`src/rtl/ttt_pkg.sv`:
```
// rtl/ttt_pkg.sv - shared types, encodings and win-line masks for the tic-tac-toe controller
package ttt_pkg;

  typedef enum logic [2:0] {
    S_IDLE,
    S_CLEAR,
    S_WAIT_MOVE,
    S_COMMIT,
    S_CHECK,
    S_OVER
  } state_t;

  localparam logic [1:0] WIN_NONE = 2'b00;
  localparam logic [1:0] WIN_X    = 2'b01;
  localparam logic [1:0] WIN_O    = 2'b10;
  localparam logic [1:0] WIN_DRAW = 2'b11;

  localparam logic PLAYER_X = 1'b0;
  localparam logic PLAYER_O = 1'b1;

  // Cell k = row*3 + col; three rows, three columns, two diagonals.
  localparam logic [7:0][8:0] WIN_LINES = {
    9'b001_010_100, 9'b100_010_001,
    9'b100_100_100, 9'b010_010_010, 9'b001_001_001,
    9'b111_000_000, 9'b000_111_000, 9'b000_000_111
  };

  function automatic logic [3:0] rc_to_idx(input logic [1:0] row, input logic [1:0] col);
    return ({2'b00, row} * 4'd3) + {2'b00, col};
  endfunction

endpackage

```
`src/rtl/ttt_line_check.sv`:
```
// rtl/ttt_line_check.sv - flags whether a 9-bit mark vector completes any of the 8 win lines
module ttt_line_check
  import ttt_pkg::*;
(
  input  logic [8:0] marks_i,
  output logic       has_line_o
);

  always_comb begin
    has_line_o = 1'b0;
    for (int i = 0; i < 8; i++) begin
      if ((marks_i & WIN_LINES[i]) == WIN_LINES[i]) has_line_o = 1'b1;
    end
  end

endmodule

```
`src/rtl/ttt_game_ctrl.sv`:
```
// rtl/ttt_game_ctrl.sv - tic-tac-toe turn sequencer and move arbiter; optional MOVE_TIMEOUT_EN turn forfeit
module ttt_game_ctrl
  import ttt_pkg::*;
#(
  parameter int TIMEOUT_CYCLES = 50_000_000
) (
  input  logic       clock,
  input  logic       reset,
  input  logic       start,
  input  logic       move_valid,
  input  logic [1:0] move_row,
  input  logic [1:0] move_col,
  input  logic [8:0] cell_x,
  input  logic [8:0] cell_o,
  output logic       move_ready,
  output logic [8:0] cell_select,
  output logic       player,
  output logic       board_clear,
  output logic       move_reject,
  output logic       game_over,
  output logic [1:0] winner,
  output logic       timeout
);

  if (TIMEOUT_CYCLES < 2) begin : g_bad_timeout
    $error("TIMEOUT_CYCLES must be at least 2");
  end

  state_t     state_q, state_d;
  logic       player_q, player_d;
  logic [1:0] winner_q, winner_d;
  logic [3:0] idx_q, idx_d;
  logic       reject_q, reject_d;

  logic [3:0] req_idx;
  logic       req_legal;
  logic       has_line;

  assign req_idx   = rc_to_idx(move_row, move_col);
  assign req_legal = (move_row != 2'd3) && (move_col != 2'd3) &&
                     !cell_x[req_idx] && !cell_o[req_idx];

  // Only the mover can have completed a line on this turn.
  ttt_line_check u_line_check (
    .marks_i    (player_q ? cell_o : cell_x),
    .has_line_o (has_line)
  );

`ifdef MOVE_TIMEOUT_EN
  localparam int CNT_W = $clog2(TIMEOUT_CYCLES);
  localparam logic [CNT_W-1:0] CNT_LAST = CNT_W'(TIMEOUT_CYCLES - 1);
  logic [CNT_W-1:0] cnt_q, cnt_d;
  logic             timeout_q, timeout_d;
`endif

  always_comb begin
    state_d  = state_q;
    player_d = player_q;
    winner_d = winner_q;
    idx_d    = idx_q;
    reject_d = 1'b0;
`ifdef MOVE_TIMEOUT_EN
    cnt_d     = cnt_q;
    timeout_d = 1'b0;
`endif
    if (start) begin
      state_d  = S_CLEAR;
      player_d = PLAYER_X;
      winner_d = WIN_NONE;
    end else begin
      case (state_q)
        S_IDLE: ;
        S_CLEAR: begin
          player_d = PLAYER_X;
          state_d  = S_WAIT_MOVE;
`ifdef MOVE_TIMEOUT_EN
          cnt_d = '0;
`endif
        end
        S_WAIT_MOVE: begin
          if (move_valid && req_legal) begin
            idx_d   = req_idx;
            state_d = S_COMMIT;
          end else begin
            reject_d = move_valid;
`ifdef MOVE_TIMEOUT_EN
            if (cnt_q == CNT_LAST) begin
              timeout_d = 1'b1;
              player_d  = ~player_q;
              cnt_d     = '0;
            end else begin
              cnt_d = cnt_q + 1'b1;
            end
`endif
          end
        end
        S_COMMIT: state_d = S_CHECK;
        S_CHECK: begin
          if (has_line) begin
            state_d  = S_OVER;
            winner_d = (player_q == PLAYER_O) ? WIN_O : WIN_X;
          end else if ((cell_x | cell_o) == 9'h1FF) begin
            state_d  = S_OVER;
            winner_d = WIN_DRAW;
          end else begin
            state_d  = S_WAIT_MOVE;
            player_d = ~player_q;
`ifdef MOVE_TIMEOUT_EN
            cnt_d = '0;
`endif
          end
        end
        S_OVER: ;
        default: state_d = S_IDLE;
      endcase
    end
  end

  always_ff @(posedge clock or posedge reset) begin
    if (reset) begin
      state_q  <= S_IDLE;
      player_q <= PLAYER_X;
      winner_q <= WIN_NONE;
      idx_q    <= '0;
      reject_q <= 1'b0;
`ifdef MOVE_TIMEOUT_EN
      cnt_q     <= '0;
      timeout_q <= 1'b0;
`endif
    end else begin
      state_q  <= state_d;
      player_q <= player_d;
      winner_q <= winner_d;
      idx_q    <= idx_d;
      reject_q <= reject_d;
`ifdef MOVE_TIMEOUT_EN
      cnt_q     <= cnt_d;
      timeout_q <= timeout_d;
`endif
    end
  end

  assign move_ready  = (state_q == S_WAIT_MOVE);
  assign cell_select = (state_q == S_COMMIT) ? (9'd1 << idx_q) : 9'd0;
  assign player      = player_q;
  assign board_clear = (state_q == S_IDLE) || (state_q == S_CLEAR);
  assign move_reject = reject_q;
  assign game_over   = (state_q == S_OVER);
  assign winner      = winner_q;
`ifdef MOVE_TIMEOUT_EN
  assign timeout = timeout_q;
`else
  assign timeout = 1'b0;
`endif

endmodule

```
`config.mk`:
```
export PLATFORM = sky130hd
export DESIGN_NAME = ttt_game_ctrl
export DESIGN_NICKNAME = d
export VERILOG_FILES = /design/src/rtl/ttt_pkg.sv /design/src/rtl/ttt_line_check.sv /design/src/rtl/ttt_game_ctrl.sv
export SDC_FILE = /design/constraint.sdc
export NUM_CORES = 1
export LEC_CHECK = 0
export CORE_ASPECT_RATIO = 2
export CORE_MARGIN = 5
export CORE_UTILIZATION = 39
export CTS_CLUSTER_DIAMETER = 50
export DETAILED_ROUTE_END_ITERATION = 8
export GPL_TIMING_DRIVEN = 0
export HOLD_SLACK_MARGIN = 0.02
export PLACE_DENSITY = 0.74
export SLEW_MARGIN = 20
export SYNTH_ARGS = -nofsm -noshare
export SYNTH_HDL_FRONTEND = slang
export SYNTH_SLANG_ARGS = --single-unit
export TNS_END_PERCENT = 1
```
`constraint.sdc`:
```
create_clock -name clock -period 1.6 [get_ports clock]
set_input_delay 0.32 -clock clock [delete_from_list [all_inputs] [get_ports clock]]
set_output_delay 0.32 -clock clock [all_outputs]
set_load 0.02 [all_outputs]
```
-- After elaboration in Yosys (flattened, before gate mapping)
Cells that the tools add are included.
- logic and storage cells: 79
- input port bits: 26
- memory bits (writable): 0
- bits in read-only memories: 0
- memories: 0
- register bits: 11
- bits in latches: 0
- add/sub/neg operators: 1
- divide/modulo/power cells: 0
- multiply operators: 1
- shifts and indexed selects: 1
- mux-type cells: 31
- reductions and logical operators: 16
- bitwise operators: 3
- order comparisons: 1
- equality and inequality tests: 20
- operators by type and width (cell ; number):
    3-bit equality test (second input constant) ; 10
    9-bit 2-to-1 mux ; 2
    1-bit 2-to-1 mux ; 16
    3-bit one-hot mux with 5 select lines ; 1
    3-bit 2-to-1 mux ; 4
    2-bit 2-to-1 mux ; 5
    9-bit equality test (second input constant) ; 1
    9-bit bitwise OR ; 1
    1-bit by 4-bit << shifter with 9-bit output (first input constant) ; 1
    1-bit binary-select mux with 4-bit select ; 2
    3-bit by 2-bit equality test with 1-bit output (second input constant) ; 2
    3-bit inequality test (second input constant) ; 2
    3-bit AND reduction ; 2
    3-bit nonzero test ; 2
    4-bit by 5-bit less-than comparator with 1-bit output (second input constant) ; 1
    4-bit by 2-bit adder with 4-bit output ; 1
    1-bit logical AND ; 4
    2-bit by 2-bit multiplier with 4-bit output (second input constant) ; 1
    2-bit inequality test (second input constant) ; 2
    2-bit AND reduction ; 2
    3-bit by 1-bit equality test with 1-bit output (second input constant) ; 1
    3-bit zero test ; 1
    3-bit by 2-bit inequality test with 1-bit output (second input constant) ; 1
    1-bit zero test ; 2
    6 further kinds ; 7

-- Depth between registers and ports, before layout
- depth after elaboration: 13
- gate-level depth with buffers: 8
- mapped depth without buffers: 8

-- Cells and area by module
Synthesis repeated with hierarchy kept, for this count alone.
- cell total of the unflattened synthesis: 120
- area, all modules: 1037.2 µm²
- by module, submodules not included (module ; instances ; cells an instance ; area an instance (µm²)):
    ttt_game_ctrl ; 1 ; 113 ; 982.2
    ttt_line_check ; 1 ; 7 ; 55.1

-- Least setup slack after synthesis
OpenSTA, ideal clock, no wires.
- path type: input -> register
- start point: in move_row[0]
- end point: reg idx_q[0]
- setup time: 0.125 ns
- slack: -0.956 ns
- required time: 1.475 ns
- stages: 8
- arrival time: 2.431 ns
- cell sequence: fa_1 -> ha_1 -> fa_1 -> nor3_1 -> o21ai_0 -> a22oi_2 -> a211o_4 -> mux2_4
- cells in the longest elaborated chain, start to end: 9
- elaborated cells on any way between the ends: 14
- classes of those cells: add/sub: 1; mul: 1; eq/ne: 1; mux: 4; reduce/logical: 7
- ends and longest elaborated chain (item ; line ; source):
    from (decl) ; ttt_game_ctrl.sv:11 ; input logic [1:0] move_row,
    2-bit by 2-bit multiplier with 4-bit output * ; ttt_pkg.sv:29 ; return ({2'b00, row} * 4'd3) + {2'b00, col};
    4-bit by 2-bit adder with 4-bit output * ; ttt_pkg.sv:29 ;
    net req_idx[2] ; ttt_game_ctrl.sv:35 ; logic [3:0] req_idx;
    1-bit binary-select mux with 4-bit select ; ttt_game_ctrl.sv:41 ; !cell_x[req_idx] && !cell_o[req_idx];
    1-bit 2-to-1 mux (not written as such) ; ttt_game_ctrl.sv:41 ;
    1-bit zero test ; ttt_game_ctrl.sv:41 ;
    1-bit logical AND ; ttt_game_ctrl.sv:40 ; assign req_legal = (move_row != 2'd3) && (move_col != 2'd3) &&
    1-bit logical AND * ; ttt_game_ctrl.sv:41 ;
    1-bit logical AND * ; ttt_game_ctrl.sv:81 ; if (move_valid && req_legal) begin
    3-bit AND reduction (no source line) * ; -- ;
    to (signal assigned) ; ttt_game_ctrl.sv:134 ; idx_q <= idx_d;
    to (decl) ; ttt_game_ctrl.sv:32 ; logic [3:0] idx_q, idx_d;
The timed path passes the listed nets; every way through them passes the cells marked *. The select of a mux whose other input is x is not followed.
A chain may end at the register's enable or synchronous reset.

-- Worst setup path in the final report
- start point: in move_col[1]
- end point: reg idx_q[0]
- cells in the longest elaborated chain, start to end: 8
- elaborated cells on any way between the ends: 13
- classes of those cells: add/sub: 1; eq/ne: 1; mux: 4; reduce/logical: 7
- ends and longest elaborated chain (item ; line ; source):
    from (decl) ; ttt_game_ctrl.sv:12 ; input logic [1:0] move_col,
    4-bit by 2-bit adder with 4-bit output * ; ttt_pkg.sv:29 ;
    net req_idx[2] ; ttt_game_ctrl.sv:35 ;
    1-bit binary-select mux with 4-bit select ; ttt_game_ctrl.sv:41 ;
    1-bit 2-to-1 mux (not written as such) ; ttt_game_ctrl.sv:41 ;
    1-bit zero test ; ttt_game_ctrl.sv:41 ;
    1-bit logical AND ; ttt_game_ctrl.sv:40 ;
    1-bit logical AND * ; ttt_game_ctrl.sv:41 ;
    1-bit logical AND * ; ttt_game_ctrl.sv:81 ;
    3-bit AND reduction (no source line) * ; -- ;
Marked as above.

==> flow_summary.yaml <==
detailed_routing:
  via_per_inst: 5.90
  wl_met2_um: 1730
  drc: 0
  dr_wl_met3_um: 262
  maxUsedRoutingLayer: "met4"
  drt_iter0_drc: 11
  vias: 1133
  wl_per_cell_um: 16.3
  first_pass_iters: 4
  drtAntennaViolNets: 0
  wl_um: 3130
  wirelength_met1_um: 939
critical_path:
  worstPathMaxFanout: 4
  critPathRequiredTime_ns: 1.72
  crit_arrival_ns: 2.53
  crit_path_end_kind: "flip-flop"
  critical_path.slowest_cell: "fa_2"
  path_class: "primary input to flip-flop"
  crit_buf_inv: 1
  worst-path-stages: 9
  cpLargestDelayFamily: "adder cells"
  path_cells: "buf_6 > fa_1 > ha_2 > fa_2 > nor3_2 > o21ai_1 > a22oi_2 > a211o_4 > mux2_4"
  r2r_cells: 6
  critPathMaxStageDelay_ns: 0.57
  cp-start-kind: "primary input"
finish:
  nets: 195
  regArea_um2: 277
  fillers: 272
  layout-drive-gt1-share: 0.301
  area_growth_pct: 48.6
  diodes: 0
  multiInputGateArea_um2: 796
  stdcell_area_um2: 1590
power_and_ir_drop:
  p_leak_nw: 0.677
  powerDensity_nw_per_um2: 706
  power_mw: 1.12
  vdd_ir_drop_max_mv: 0.326
clock_tree:
  clock_latency_ns: 0.24
  cts.clk_slew.worst_paths_ns: 0.05
  clock-sinks: 11
  htree_levels: 1
  numCtsBuffers: 3
  cts_tree: "done"
  cts-root-buf: "clkbuf_8"
  clock_path_buffers: 2
floorplan:
  fp.coreArea_um2: 2700
  start_util: 0.396
  die_area_um2: 3960
  die_h_um: 84.1
  ios: 43
  die_x_um: 47.1
  placementRows: 27
logic_synthesis:
  synth.cell_area_um2: 1070
  ys_types: 42
  syn_inst: 118
  async_reset_ff_frac: 1.00
  synth_edf_count: 0
  avgSynthCellArea_um2: 9.08
  ys_warn_count: 0
  ys_seq_elements: 11
  ys_seq_area_frac: 0.257
  ys.flop_type: "dfrtp_1"
  syn_nets: 149
grt:
  grt-ovfl-total: 0
  antenna_found_initial: 0
  grt_pass1_vias: 1173
  grt_usage: 0.170
  grt_pass1_wl_um: 5000
  grt_max_degree: 12
placement:
  place_hpwl_um: 2580
  gp_congestion: 0.836
  dp_slack_ns: -1.60
  dpl_cell_area_um2: 1520
  io_buffer_count: 41
sta:
  finClkSkew_ns: 0.00260
  fin_crit_sh: 1.51
  slew_viol_final: 0
  rsz0062_at_grt: "true"
  min_period_ns: 2.41
  finalWorstSetupSlack_ns: -0.812
  final-hold-violation-count: 0
  fmax_mhz: 415
  setup_viol: 20
min_path:
  hp-class: "primary input to async pin"
flow_run:
  max_cap_viol_count: 0
status:
  status: "finished, violations left"
  violations: "setup timing"
[worst register-to-register path: stages (launching register included)]
cell and delay, ns:
dfrtp_1 0.45, buf_6 0.18, nand2_1 0.07, o32ai_2 0.08, nor4_4 0.45, a31oi_1 0.14
a311o_1 0.34
[where the power goes]
part / switching [mW] / internal, mW
combinational: 0.231 / 0.241
clock: 0.104 / 0.175
sequential: 0.0563 / 0.317
total: 0.391 / 0.733
[cells in the mapped netlist, types with 2 or more instances]
cell type	instances	area (µm²)
a21o_1	2	15.0
and2_1	2	12.5
a221oi_1	2	17.5
nor3_1	7	35.0
nand2b_1	3	18.8
ha_1	3	37.5
o32ai_2	4	65.1
nand2_1	9	33.8
nor2_1	22	82.6
a22oi_1	8	60.1
dfrtp_1	11	275
o22ai_1	2	12.5
inv_1	9	33.8
mux2_4	4	60.1
fa_1	2	40.0
a31oi_1	2	12.5
[worst paths after layout]
path / start / endpoint / slack, ns
max: move_col[1] / idx_q[0] / -0.81
min: reset / player / 0.37
max reg2reg: player / state_q[0] / -0.24
min reg2reg: winner[0] / winner[0] / 0.53
max in group asynchronous: reset / state_q[2] / 0.91
min in group clock: move_col[1] / move_reject / 0.50
[per-layer routing]
metal / track usage / vias up
met5: 0 / -
met2: 0.310 / 59
met1: 0.156 / 528
met4: 0.118 / 0
li1: - / 532
met3: 0.0173 / 14
[cell type report]
| type | count | area share |
|---|---|---|
| multi-input cells | 95 | 0.500 |
| repair buffers | 42 | 0.242 |
| flip-flops and latches | 11 | 0.174 |
| clock buffers | 4 | 0.0283 |
| well taps | 29 | 0.0228 |
| inverters | 9 | 0.0212 |
| plain buffers | 2 | 0.0118 |
[flip-flops by register name, indices dropped and copies added (netlist names)]
signal	count
idx_q	4
state_q	3
winner	2
move_reject	1
player	1
[logic make-up (layout without fill, tap and decap cells)]
kind of cell    after synthesis  after routing  synth area share
buf+inv                      12             57            0.0526
mux                           6              6             0.102
compound gates               31             31             0.265
fa+ha+maj                     5              5            0.0724
simple gates                 52             52             0.248
flops                        11             11             0.257
other cells                   1              1           0.00350
[cell usage in the layout, fill, tap and decap left out, types with 4 or more instances in the layout]
cell type        Yosys  final
mux2_4               4      4
clkdlybuf4s50_1      0     20
o32ai_2              4      4
nor3_1               7      5
dlygate4sd2_1        0      7
nand2_1              9      9
a22oi_2              1      4
nor2_1              22     19
buf_4                1      8
buf_6                1      5
a22oi_1              8      5
dfrtp_1             11     10
inv_1                9      9
[repair_timing]
item	in CTS	in global routing
pin swaps	14	6
hold buffers	0	0
setup endpoints to repair	24	22
resized for setup	80	14
setup buffers	1	0
[per-stage QoR]
stage,TNS (ns),hold WS (ns),util,std cells
2_1_floorplan,-5.78,0.172,-,118
3_3_place_gp,-15.78,0.528,0.562,188
3_5_place_dp,-16.36,0.535,0.562,188
4_1_cts,-7.52,0.387,0.568,192
5_1_grt,-9.54,0.424,0.589,192
6_report,-7.34,0.371,0.589,192
Note: power is estimated with default switching activity, not from simulation.
